<file path="config.mk">
export PLATFORM = sky130hd
export DESIGN_NAME = axi4_lite_master_arbiter
export DESIGN_NICKNAME = d
export VERILOG_FILES = /design/src/rtl/axi4_lite_master_arbiter_pkg.sv /design/src/rtl/axi4_lite_master_arbiter_rr_arbiter.sv /design/src/rtl/axi4_lite_master_arbiter.sv
export SDC_FILE = /design/constraint.sdc
export NUM_CORES = 1
export LEC_CHECK = 0
export CAP_MARGIN = 20
export CORE_AREA = 5 5 154 156
export CTS_BUF_LIST = sky130_fd_sc_hd__clkbuf_2 sky130_fd_sc_hd__clkbuf_4 sky130_fd_sc_hd__clkbuf_8
export DETAILED_ROUTE_END_ITERATION = 7
export DIE_AREA = 0 0 159 161
export PLACE_DENSITY = 0.43
export SLEW_MARGIN = 5
export SYNTH_ARGS = -nofsm -noshare
export SYNTH_HDL_FRONTEND = slang
export SYNTH_SLANG_ARGS = --single-unit
</file>
<file path="constraint.sdc">
create_clock -name aclk -period 4.3 [get_ports aclk]
set_input_delay 0.43 -clock aclk [delete_from_list [all_inputs] [get_ports aclk]]
set_output_delay 0.43 -clock aclk [all_outputs]
set_load 0.005 [all_outputs]
</file>
<file path="src/rtl/axi4_lite_master_arbiter_pkg.sv">
// rtl/axi4_lite_master_arbiter_pkg.sv - shared types and constants for the AXI4-Lite master arbiter
// Purpose: FSM state encoding and AXI response codes used by the arbiter and its users.
// Ports: none (package).
package axi4_lite_arb_pkg;

  typedef enum logic [2:0] {
    IDLE  = 3'd0,
    WR_AD = 3'd1,
    WR_B  = 3'd2,
    RD_A  = 3'd3,
    RD_R  = 3'd4
  } state_t;

  localparam logic [1:0] RESP_OKAY   = 2'b00;
  localparam logic [1:0] RESP_EXOKAY = 2'b01;
  localparam logic [1:0] RESP_SLVERR = 2'b10;
  localparam logic [1:0] RESP_DECERR = 2'b11;

  // Value driven on m_wstrb whenever no write data phase is active.
  localparam logic [3:0] WSTRB_IDLE = 4'hf;

endpackage

</file>
<file path="src/rtl/axi4_lite_master_arbiter_rr_arbiter.sv">
// rtl/axi4_lite_master_arbiter_rr_arbiter.sv - combinational round-robin priority picker
// Purpose: selects the first requesting port at or after the pointer, wrapping N-1 -> 0.
// Ports:
//   i_req      in   N    request vector
//   i_ptr      in   IW   highest-priority port index
//   o_grant    out  IW   selected port index (0 when nothing requests)
//   o_any_req  out  1    at least one request present
module rr_arbiter
  import axi4_lite_arb_pkg::*;
#(
  parameter int N  = 2,
  parameter int IW = (N > 1) ? $clog2(N) : 1
) (
  input  logic [N-1:0]  i_req,
  input  logic [IW-1:0] i_ptr,
  output logic [IW-1:0] o_grant,
  output logic          o_any_req
);

  logic [IW-1:0] w_idx;

  // Scan from the farthest candidate down to the pointer itself so the
  // last hit written is the one closest to the pointer.
  always_comb begin
    o_grant   = '0;
    o_any_req = 1'b0;
    w_idx     = '0;
    for (int k = N - 1; k >= 0; k--) begin
      w_idx = IW'((int'(i_ptr) + k) % N);
      if (i_req[w_idx]) begin
        o_grant   = w_idx;
        o_any_req = 1'b1;
      end
    end
  end

endmodule

</file>
<file path="src/rtl/axi4_lite_master_arbiter.sv">
// rtl/axi4_lite_master_arbiter.sv - shares one AXI4-Lite master port among N_PORTS requesters
// Purpose: round-robin grant per transaction, one outstanding write or read at a time.
// Ports:
//   aclk, aresetn              clock; asynchronous active-high reset
//   s_aw*/s_w*/s_b*            per-port write channels (addr/data/strb packed by port)
//   s_ar*/s_r*                 per-port read channels; s_bresp/s_rdata/s_rresp shared
//   m_aw*/m_w*/m_b*/m_ar*/m_r* downstream AXI4-Lite master channels
//   grant_id                   current/last granted port
//   busy                       high whenever a transaction is in progress
module axi4_lite_master_arbiter
  import axi4_lite_arb_pkg::*;
#(
  parameter int N_PORTS = 2,
  parameter int ADDR_W  = 32
) (
  input  logic                          aclk,
  input  logic                          aresetn,
  input  logic [N_PORTS*ADDR_W-1:0]     s_awaddr,
  input  logic [N_PORTS-1:0]            s_awvalid,
  output logic [N_PORTS-1:0]            s_awready,
  input  logic [N_PORTS*32-1:0]         s_wdata,
  input  logic [N_PORTS*4-1:0]          s_wstrb,
  input  logic [N_PORTS-1:0]            s_wvalid,
  output logic [N_PORTS-1:0]            s_wready,
  output logic [1:0]                    s_bresp,
  output logic [N_PORTS-1:0]            s_bvalid,
  input  logic [N_PORTS-1:0]            s_bready,
  input  logic [N_PORTS*ADDR_W-1:0]     s_araddr,
  input  logic [N_PORTS-1:0]            s_arvalid,
  output logic [N_PORTS-1:0]            s_arready,
  output logic [31:0]                   s_rdata,
  output logic [1:0]                    s_rresp,
  output logic [N_PORTS-1:0]            s_rvalid,
  input  logic [N_PORTS-1:0]            s_rready,
  output logic [ADDR_W-1:0]             m_awaddr,
  output logic                          m_awvalid,
  input  logic                          m_awready,
  output logic [31:0]                   m_wdata,
  output logic [3:0]                    m_wstrb,
  output logic                          m_wvalid,
  input  logic                          m_wready,
  input  logic [1:0]                    m_bresp,
  input  logic                          m_bvalid,
  output logic                          m_bready,
  output logic [ADDR_W-1:0]             m_araddr,
  output logic                          m_arvalid,
  input  logic                          m_arready,
  input  logic [31:0]                   m_rdata,
  input  logic [1:0]                    m_rresp,
  input  logic                          m_rvalid,
  output logic                          m_rready,
  output logic [$clog2(N_PORTS)-1:0]    grant_id,
  output logic                          busy
);

  localparam int IW = $clog2(N_PORTS);

  state_t              r_state;
  logic [IW-1:0]       r_ptr;
  logic [IW-1:0]       r_grant;
  logic                r_aw_done;
  logic                r_w_done;
  // Per-port: 1 means a simultaneous aw+ar request should go to the read next.
  logic [N_PORTS-1:0]  r_rd_next;

  logic [N_PORTS-1:0]  w_req;
  logic [IW-1:0]       w_arb_grant;
  logic                w_any_req;
  logic                w_pick_wr;
  logic [IW-1:0]       w_ptr_next;
  logic                w_aw_hs;
  logic                w_w_hs;
  logic                w_b_hs;
  logic                w_ar_hs;
  logic                w_r_hs;

  logic [ADDR_W-1:0]   w_awaddr_a [N_PORTS];
  logic [ADDR_W-1:0]   w_araddr_a [N_PORTS];
  logic [31:0]         w_wdata_a  [N_PORTS];
  logic [3:0]          w_wstrb_a  [N_PORTS];

  for (genvar i = 0; i < N_PORTS; i++) begin : g_unpack
    assign w_awaddr_a[i] = s_awaddr[i*ADDR_W +: ADDR_W];
    assign w_araddr_a[i] = s_araddr[i*ADDR_W +: ADDR_W];
    assign w_wdata_a[i]  = s_wdata[i*32 +: 32];
    assign w_wstrb_a[i]  = s_wstrb[i*4 +: 4];
  end

  // A lone wvalid never starts a transaction; only an address does.
  assign w_req = s_awvalid | s_arvalid;

  rr_arbiter #(.N(N_PORTS), .IW(IW)) u_rr (
    .i_req     (w_req),
    .i_ptr     (r_ptr),
    .o_grant   (w_arb_grant),
    .o_any_req (w_any_req)
  );

  assign w_pick_wr  = s_awvalid[w_arb_grant] &
                      ~(s_arvalid[w_arb_grant] & r_rd_next[w_arb_grant]);
  assign w_ptr_next = (r_grant == IW'(N_PORTS - 1)) ? '0 : r_grant + 1'b1;

  assign w_aw_hs = m_awvalid & m_awready;
  assign w_w_hs  = m_wvalid  & m_wready;
  assign w_b_hs  = m_bvalid  & m_bready;
  assign w_ar_hs = m_arvalid & m_arready;
  assign w_r_hs  = m_rvalid  & m_rready;

  always_ff @(posedge aclk or posedge aresetn) begin
    if (aresetn) begin
      r_state   <= IDLE;
      r_ptr     <= '0;
      r_grant   <= '0;
      r_aw_done <= 1'b0;
      r_w_done  <= 1'b0;
      r_rd_next <= '0;
    end else begin
      case (r_state)
        IDLE: begin
          if (w_any_req) begin
            r_grant                <= w_arb_grant;
            r_rd_next[w_arb_grant] <= w_pick_wr;
            r_state                <= w_pick_wr ? WR_AD : RD_A;
          end
        end
        WR_AD: begin
          if ((r_aw_done | w_aw_hs) & (r_w_done | w_w_hs)) begin
            r_state   <= WR_B;
            r_aw_done <= 1'b0;
            r_w_done  <= 1'b0;
          end else begin
            if (w_aw_hs) r_aw_done <= 1'b1;
            if (w_w_hs)  r_w_done  <= 1'b1;
          end
        end
        WR_B: begin
          if (w_b_hs) begin
            r_state <= IDLE;
            r_ptr   <= w_ptr_next;
          end
        end
        RD_A: begin
          if (w_ar_hs) r_state <= RD_R;
        end
        RD_R: begin
          if (w_r_hs) begin
            r_state <= IDLE;
            r_ptr   <= w_ptr_next;
          end
        end
        default: r_state <= IDLE;
      endcase
    end
  end

  always_comb begin
    m_awvalid = 1'b0;
    m_wvalid  = 1'b0;
    m_bready  = 1'b0;
    m_arvalid = 1'b0;
    m_rready  = 1'b0;
    m_awaddr  = '0;
    m_araddr  = '0;
    m_wdata   = '0;
    m_wstrb   = WSTRB_IDLE;
    s_awready = '0;
    s_wready  = '0;
    s_bvalid  = '0;
    s_arready = '0;
    s_rvalid  = '0;
    case (r_state)
      WR_AD: begin
        m_awvalid          = s_awvalid[r_grant] & ~r_aw_done;
        m_wvalid           = s_wvalid[r_grant] & ~r_w_done;
        m_awaddr           = w_awaddr_a[r_grant];
        m_wdata            = w_wdata_a[r_grant];
        m_wstrb            = w_wstrb_a[r_grant];
        s_awready[r_grant] = m_awready & ~r_aw_done;
        s_wready[r_grant]  = m_wready & ~r_w_done;
      end
      WR_B: begin
        s_bvalid[r_grant] = m_bvalid;
        m_bready          = s_bready[r_grant];
      end
      RD_A: begin
        m_arvalid          = s_arvalid[r_grant];
        m_araddr           = w_araddr_a[r_grant];
        s_arready[r_grant] = m_arready;
      end
      RD_R: begin
        s_rvalid[r_grant] = m_rvalid;
        m_rready          = s_rready[r_grant];
      end
      default: ;
    endcase
  end

  // Shared response buses; only the granted port's valid qualifies them.
  assign s_bresp  = m_bresp;
  assign s_rdata  = m_rdata;
  assign s_rresp  = m_rresp;
  assign grant_id = r_grant;
  assign busy     = (r_state != IDLE);

endmodule

</file>
==> reports/metrics.yaml, run 1 <==
rsz0062_at_grt: "false"
start_util_pct: 11.3
drc: 0
layout_commonest_cell: "clkdlybuf4s50_1"
wl_met2_mm: 7.67
powerDensity_nw_per_um2: 424
clk_pin_slew_ns: 0.04
worstSetupPathType: "reg2out"
synthFlopType: "dfrtp_1"
ctsResizeCount: 0
max_freq_mhz: 330
synth.avg_cell_area_um2: 7.13
post-cts-setup-buffer-count: 0
maxCapViolCount: 0
setup_viol: 0
grt_max_degree: 55
fin_crit_ns: 3.03
netlist_instances: 352
hold_class: "in2async"
clk-insertion-delay-late_ns: 0.23
regArea_um2: 229
die_w_um: 159
n_fill_cell: 2402
syn_nets: 605
rows: 55
hold_violations: 0
final_layout_size_suffix_gt1_share_pct: 2.85
place.detailed.hpwl_mm: 12.9
ff2ff_path_depth: 5
dieArea_um2: 25600
pre_cts_slack_ns: 1.38
run_status: "finished clean"
grt_pass1_wl_mm: 21.7
diodes: 0
root_buffer: "clkbuf_8"
maxSlewViolCount: 0
fin_setup_tns_ns: 0
fp.dieH_um: 161
cts_hold_buffers: 0
gp_congestion: 0.751
post-route-worst-setup-slack_ns: 1.27
grt_pass1_vias: 3736
synth_edf_count: 0
finalCritPeriodShare_pct: 70.5
cp.required_ns: 3.87
final_cell_mix: "clkdlybuf4s50_1 (333), nor2_1 (105), mux2i_1 (102), nand2_1 (14), dfrtp_1 (8)"
ys_seq_area_share_pct: 8.98
ys_warn_count: 0
grt_antenna_before_repair: 0
drt-wirelength-per-cell_um: 16.4
clockBufferDepth: 2
cts.sinks: 9
tightestPinTransition_ns: 0.796
drtPass1Iterations: 4
synth_area_um2: 2510
cts_inserted_buffers: 3
p_total_mw: 2.50
multi_input_area_um2: 1870
cts_max_level: 1
core_area_um2: 22200
leakage_nw: 2.32
ys_ff_latch: 9
vias: 3511
ant_nets: 0
crit_arrival_ns: 2.60
topRoutingLayerUsed: "met4"
syn2layout_area_growth_pct: 135
r2r-end: "r_state[1]"
cp_max_fo: 54
io_pins: 406
slew_headroom_pct: 46.9
drt_iter0_markers: 94
reg2reg_from: "grant_id"
dr_wl_met3_mm: 1.85
wl_mm: 15.0
rrSetupSlack_ns: 2.17
cts_tree: "done"
grt.overflow.total: 0
yosysUniqueCellTypes: 40
wl_met1_mm: 5.19
postSynth.asyncResetShare_pct: 100
final_nets: 885
groute.usage.overall_pct: 10.5
peakVddDrop_mv: 0.258
end_kind: "output port"
via_per_inst: 3.83
startpoint_type: "register"
portBuffers: 333
skew_ns: 0.00287
==> stage by stage <==
stage | hold slack (ns) | utilization [%] | cells | instance area, µm²
2_1_floorplan | 0.258 | - | 352 | 2510
3_3_place_gp | 0.516 | 26.3 | 912 | 5850
3_5_place_dp | 0.525 | 26.3 | 912 | 5850
4_1_cts | 0.495 | 26.6 | 916 | 5900
5_1_grt | 0.529 | 26.6 | 916 | 5900
6_report | 0.483 | 26.6 | 916 | 5900
==> flip-flops by register name, summed over array words and instances (netlist names) <==
signal and count:
r_ptr 1, r_aw_done 1, r_w_done 1, r_rd_next 2, r_state 3, grant_id 1
==> cells in the mapped netlist (3+ instances only) <==
library cell	number	area share [%]
a21oi_1	6	1.2
a31oi_1	3	0.75
and2_1	3	0.75
buf_2	12	2.4
buf_4	37	11
clkbuf_1	11	1.6
dfrtp_1	9	9.0
inv_1	6	0.90
mux2_2	5	2.2
mux2i_1	102	41
nand2_1	15	2.2
nor2_1	105	16
nor4b_1	3	1.0
o21ai_0	4	0.80
==> worst max-delay path, cell delays in order (launching register included) <==
cell,delay (ns)
dfrtp_4,0.92
buf_12,0.40
mux2i_1,0.48
nor2_1,0.08
clkdlybuf4s50_1,0.46
==> final cells by class <==
type                    instances  area share, %
repair buffers                337           57.2
inverters                       7          0.445
flip-flops and latches          9           3.88
multi-input cells             274           31.6
clock buffers                   4          0.827
well taps                     285           6.04
==> power breakdown <==
group,switching (mW),internal (mW),total (mW)
registers,0.160,0.129,0.289
logic,0.872,1.24,2.11
clock network,0.0316,0.0707,0.102
total,1.06,1.44,2.50
==> layer usage <==
layer,track usage [%],up-vias
li1,-,1721
met1,10.5,1536
met2,19.8,226
met3,5.10,28
met4,2.09,0
met5,0,-
==> worst max path at each step <==
stage	from	endpoint	slack, ns	depth (start not counted)
after global placement	grant_id	m_awaddr[3]	1.35	4
after CTS	grant_id	m_awaddr[3]	1.11	4
final	grant_id	m_awaddr[3]	1.27	4
after floorplan	r_state[1]	s_awready[0]	2.60	5
after detailed placement	grant_id	m_awaddr[3]	1.38	4
after global routing	grant_id	m_awaddr[3]	1.08	4
==> kinds of logic (layout without fill, tap and decap cells) <==
logic type | Yosys count | count (layout) | synth area share (%)
multiplexers | 108 | 108 | 43.4
flip-flops | 9 | 9 | 8.98
buffers and inverters | 69 | 348 | 16.8
AO/OA/AOI/OAI | 22 | 22 | 5.79
AND/OR/NAND/NOR | 144 | 144 | 25.1
No activity file was read; power rests on OpenSTA's default activity.
==> inputs of run 2 (changes only) <==
CORE_AREA = 5 5 153 155   (was 5 5 154 156)
DIE_AREA = 0 0 158 160   (was 0 0 159 161)
PLACE_DENSITY = 0.45   (was 0.43)
clock period = 2.7 ns   (was 4.3 ns; I/O delays follow)
==> reports/metrics.yaml, run 2 (same netlist as run 1, synthesis figures left out) <==
run_status: "finished clean"
worstSetupPathType: "reg2out"
drc: 0  # unchanged
clk_pin_slew_ns: 0.05  # about the same
cp.required_ns: 2.43  # -1.44 ns
reg2reg_from: "grant_id"
layout.cells.non_filler: 920  # +0.44%
place_area_um2: 5930  # +1.3%
core_area_um2: 21700  # -2.4%
cp_slowest_cell: "clkdlybuf4s50_1"
hold_class: "in2async"
leakage_nw: 2.37  # +2.1%
rsz0062_at_grt: "false"
start_util_pct: 11.6  # +0.28 points
final_layout_size_suffix_gt1_share_pct: 4.22  # +1.4 points
end_kind: "output port"
diodes: 0  # unchanged
timing.critical_path.cells: "nor2_1, nand2_2, buf_4, nor2_1, clkdlybuf4s50_1"
grt_pass1_vias: 3809  # +2.0%
tightestPinTransition_ns: 0.608  # -0.188 ns
post-route-worst-setup-slack_ns: 0.255  # -1.01 ns
pre_cts_slack_ns: 0.466  # -0.910 ns
cpMostUsedCell: "nor2_1"
place.detailed.hpwl_mm: 12.9  # -0.45%
largest_register: "r_state"
slew_headroom_pct: 59.4  # +13 points
ant_nets: 0  # unchanged
max_freq_mhz: 409
rows: 54  # -1.8%
clockBufferDepth: 2  # unchanged
dpl.cell_count: 916  # +0.44%
cts_inserted_buffers: 3  # unchanged
critPathMaxStageDelay_ns: 0.53  # -0.39 ns
ff2ff_path_depth: 6  # +1
wl_mm: 14.8  # -1.2%
maxSlewViolCount: 0  # unchanged
cp_max_fo: 56  # +3.7%
final_util_pct: 27.6  # +1.0 points
cts_tree: "done"
syn2layout_area_growth_pct: 138
setup_viol: 0  # unchanged
crit_arrival_ns: 2.17  # -0.43 ns
grt.overflow.total: 0  # unchanged
ctsResizeCount: 0  # unchanged
reg_top3: "r_state (3), r_rd_next (2)"
grt_max_degree: 57  # +3.6%
holdWs_ns: 0.316  # -0.167 ns
layout_commonest_cell: "clkdlybuf4s50_1"
io_pins: 406  # unchanged
powerDensity_nw_per_um2: 687  # +62%
drtPass1Iterations: 4  # unchanged
gp_congestion: 0.827  # +10%
cts.sinks: 9  # unchanged
skew_ns: 0.00502  # +0.00215 ns
die_w_um: 158  # -0.63%
clk-insertion-delay-late_ns: 0.24  # about the same
cts_hold_buffers: 0  # unchanged
hold_violations: 0  # unchanged
p_total_mw: 4.10  # +64%
grt_pass1_wl_mm: 21.0  # -3.0%
dieArea_um2: 25300  # -1.2%
startpoint_type: "register"
vias: 3567  # +1.6%
finalCritPeriodShare_pct: 90.6
fin_crit_ns: 2.44
drt-wirelength-per-cell_um: 16.1  # -1.6%
groute.usage.overall_pct: 10.4  # -0.11 points
fin_area_um2: 5980  # +1.3%
rrSetupSlack_ns: 0.60  # -1.57 ns
post-cts-setup-buffer-count: 0  # unchanged
fin_setup_tns_ns: 0  # unchanged
drt_iter0_markers: 110  # +17%
largest_reg_flops: 3  # unchanged
peakVddDrop_mv: 0.312  # +21%
maxCapViolCount: 0  # unchanged
fp.dieH_um: 160  # -0.62%
grt_antenna_before_repair: 0  # unchanged
final_nets: 894  # +1.0%
cts_max_level: 1  # unchanged
final_cell_mix: "clkdlybuf4s50_1 (333), nor2_1 (105), mux2i_1 (102), nand2_1 (14), buf_4 (11)"
portBuffers: 333  # unchanged
via_per_inst: 3.88  # +1.2%
r2r-end: "r_state[1]"
root_buffer: "clkbuf_8"
run 2: cell count changes in the layout (fill, tap and decap cells not counted):
cell    previous run  this run
buf_12             1         2
buf_4              3        11
run 2: layout make-up:
type / count / area (µm²)
fill: 2276 / 15700
timing repair buffer: 346 / 3460
multi-input combinational: 274 / 1870
tap: 280 / 350
clock buffer: 4 / 48.8
sequential: 9 / 229
inverter: 7 / 26.3
run 2: critical path: cells and delay by family, from the launching register on:
kind / cells / cell delay [ns]
simple gates: 3 / 0.57
buf+inv: 2 / 0.86
flops: 1 / 0.46
run 2: worst max path at each step:
stage	startpoint	depth (start not counted)	slack, ns	endpoint
floorplan	r_state[1]	5	1.16	s_awready[0]
global placement	grant_id	4	0.53	m_wdata[6]
detailed placement	grant_id	4	0.47	m_wdata[6]
CTS	grant_id	4	0.20	m_wdata[6]
global route	r_state[1]	5	0.06	m_wdata[3]
finish	r_state[1]	5	0.26	m_awaddr[24]
run 2: power by group:
group | switching [mW] | leakage [nW] | internal, mW | total [mW]
Sequential | 0.209 | 0.109 | 0.206 | 0.416
Clock | 0.0540 | 0.0262 | 0.113 | 0.167
Combinational | 1.45 | 2.24 | 2.07 | 3.52
run 2: routing by layer:
layer	global-route usage, %	part of all wire [%]	routed length, µm	vias up
li1	-	-	-	1738
met1	10.8	35	5220	1566
met2	19.8	50	7430	249
met3	4.06	14	2020	14
met4	1.51	1.0	152	0
met5	0	0	0	-
==> inputs of run 3 (changes only) <==
--- a/config.mk
+++ b/config.mk
@@ -12,2 +12,3 @@
 export DIE_AREA = 0 0 158 160
+export GPL_ROUTABILITY_DRIVEN = 0
 export PLACE_DENSITY = 0.45
--- a/constraint.sdc
+++ b/constraint.sdc
@@ -3,2 +3,2 @@
 set_output_delay 0.27 -clock aclk [all_outputs]
-set_load 0.005 [all_outputs]
+set_load 0.01 [all_outputs]
==> reports/metrics.yaml, run 3 (same netlist as run 1, synthesis figures left out) <==
crit_family: "buffers and inverters"
cts_hold_buffers: 0  # unchanged
groute.usage.overall_pct: 10.5  # +0.10 points
cp.buffers_inverters: 2  # unchanged
root_buffer: "clkbuf_8"
cp_max_fo: 38  # -32%
portBuffers: 333  # unchanged
cp_slowest_cell: "dfrtp_4"
die_w_um: 158  # unchanged
grt_max_degree: 51  # -11%
diodes: 0  # unchanged
worstSetupPathType: "reg2out"
max_freq_mhz: 415  # +1.5%
final_nets: 890  # -0.45%
vias: 3541  # -0.73%
leakage_nw: 2.35  # -0.82%
start_util_pct: 11.6  # unchanged
largest_register: "r_state"
power_switching_mw: 1.91  # +11%
grt_antenna_before_repair: 0  # unchanged
multi_input_area_um2: 1870  # unchanged
core_area_um2: 21700  # unchanged
slew_headroom_pct: 65.4  # +6.0 points
cp.required_ns: 2.43  # about the same
syn2layout_area_growth_pct: 137
end_kind: "output port"
crit_arrival_ns: 2.14  # -0.03 ns
power.share.sequential_pct: 8.4  # -1.7 points
clk_pin_slew_ns: 0.04  # about the same
drt-wirelength-per-cell_um: 16.0  # -0.81%
rrSetupSlack_ns: 0.92  # +0.32 ns
maxCapViolCount: 0  # unchanged
drtPass1Iterations: 4  # unchanged
clk-insertion-delay-late_ns: 0.23  # about the same
setup_viol: 0  # unchanged
place_area_um2: 5900  # -0.51%
cts_inserted_buffers: 3  # unchanged
grt_pass1_wl_mm: 21.5  # +2.4%
ctsResizeCount: 0  # unchanged
regArea_um2: 229  # unchanged
powerDensity_nw_per_um2: 719  # +4.7%
grt.overflow.total: 0  # unchanged
cts_max_level: 1  # unchanged
run_status: "finished clean"
cts.sinks: 9  # unchanged
n_fill_cell: 2315  # +1.7%
rows: 54  # unchanged
fin_setup_tns_ns: 0  # unchanged
fin_crit_ns: 2.41  # -0.0368 ns
p_int_mw: 2.36  # -0.97%
timing.critical_path.cells: "buf_12, mux2i_1, nor2_1, clkdlybuf4s50_1"
io_pins: 406  # unchanged
largest_reg_flops: 3  # unchanged
tightestPinTransition_ns: 0.519  # -0.0898 ns
drt_iter0_markers: 125  # +14%
reg_top3: "r_state (3), r_rd_next (2)"
fin_area_um2: 5950  # -0.50%
startpoint_type: "register"
wl_mm: 14.6  # -1.2%
fp.dieH_um: 160  # unchanged
r2r-end: "r_state[1]"
final_layout_size_suffix_gt1_share_pct: 3.62  # -0.60 points
post-cts-setup-buffer-count: 0  # unchanged
peakVddDrop_mv: 0.353  # +13%
dieArea_um2: 25300  # unchanged
maxSlewViolCount: 0  # unchanged
clockBufferDepth: 2  # unchanged
ff2ff_path_depth: 5  # -1
place.detailed.hpwl_mm: 12.7  # -1.2%
grt_pass1_vias: 3977  # +4.4%
drc: 0  # unchanged
layout_commonest_cell: "clkdlybuf4s50_1"
skew_ns: 0.00197  # -0.00305 ns
critPathMaxStageDelay_ns: 0.59  # +0.06 ns
reg2reg_from: "grant_id"
rsz0062_at_grt: "false"
ant_nets: 0  # unchanged
p_sw_share_pct: 44.7  # +2.9 points
cts_tree: "done"
hold_class: "in2async"
pwr-share-comb_pct: 87.8  # +2.0 points
via_per_inst: 3.87  # -0.30%
p_clk_share_pct: 3.8  # -0.3 points
final_cell_mix: "clkdlybuf4s50_1 (333), nor2_1 (105), mux2i_1 (102), nand2_1 (14), dfrtp_1 (8)"
path_depth: 4  # -1
finalCritPeriodShare_pct: 89.2  # -1.4 points
hold_violations: 0  # unchanged
run 3: cell count changes in the layout (fill, tap and decap cells not counted):
cell   change
buf_4      -4
run 3: stage by stage:
stage          setup WS (ns)  util (%)  hold WS, ns  instances  power [mW]
6_report               0.292      27.4        0.321        916        4.28
5_1_grt                0.102      27.4        0.354        916        4.65
4_1_cts                0.266      27.4        0.333        916        4.36
3_5_place_dp           0.519      27.2        0.519        912        4.18
3_3_place_gp           0.554      27.2        0.509        912        4.15
2_1_floorplan           1.01         -       0.0979        352        2.35
run 3: power by group through the flow:
stage	combinational, mW	clock, mW	sequential, mW
finish	3.76	0.163	0.358
global route	4.09	0.176	0.379
CTS	3.84	0.170	0.358
detailed placement	3.82	0	0.360
global placement	3.80	0	0.353
floorplan	2.10	0	0.252
run 3: layer usage:
| metal | wire [µm] | vias to the layer above | GRT usage [%] |
|---|---|---|---|
| met2 | 7310 | 251 | 19.9 |
| met3 | 2160 | 15 | 4.28 |
| met5 | 0 | - | 0 |
| li1 | - | 1731 | - |
| met1 | 5030 | 1544 | 11.0 |
| met4 | 131 | 0 | 1.32 |
run 3: worst max path at each step:
| stage | startpoint | to | slack (ns) |
|---|---|---|---|
| 2_1_floorplan | r_state[1] | s_awready[0] | 1.01 |
| 3_3_place_gp | grant_id | m_araddr[5] | 0.55 |
| 3_5_place_dp | grant_id | m_araddr[9] | 0.52 |
| 4_1_cts | r_state[0] | s_wready[0] | 0.27 |
| 5_1_grt | r_state[1] | m_wdata[10] | 0.10 |
| 6_report | grant_id | m_awaddr[29] | 0.29 |
run 3: cell type report:
| cell class | instances | share of cell area (%) |
|---|---|---|
| Clock buffer | 4 | 0.821 |
| Tap cell | 280 | 5.89 |
| Sequential cell | 9 | 3.85 |
| Multi-Input combinational cell | 274 | 31.4 |
| Inverter | 7 | 0.442 |
| Timing Repair Buffer | 342 | 57.6 |
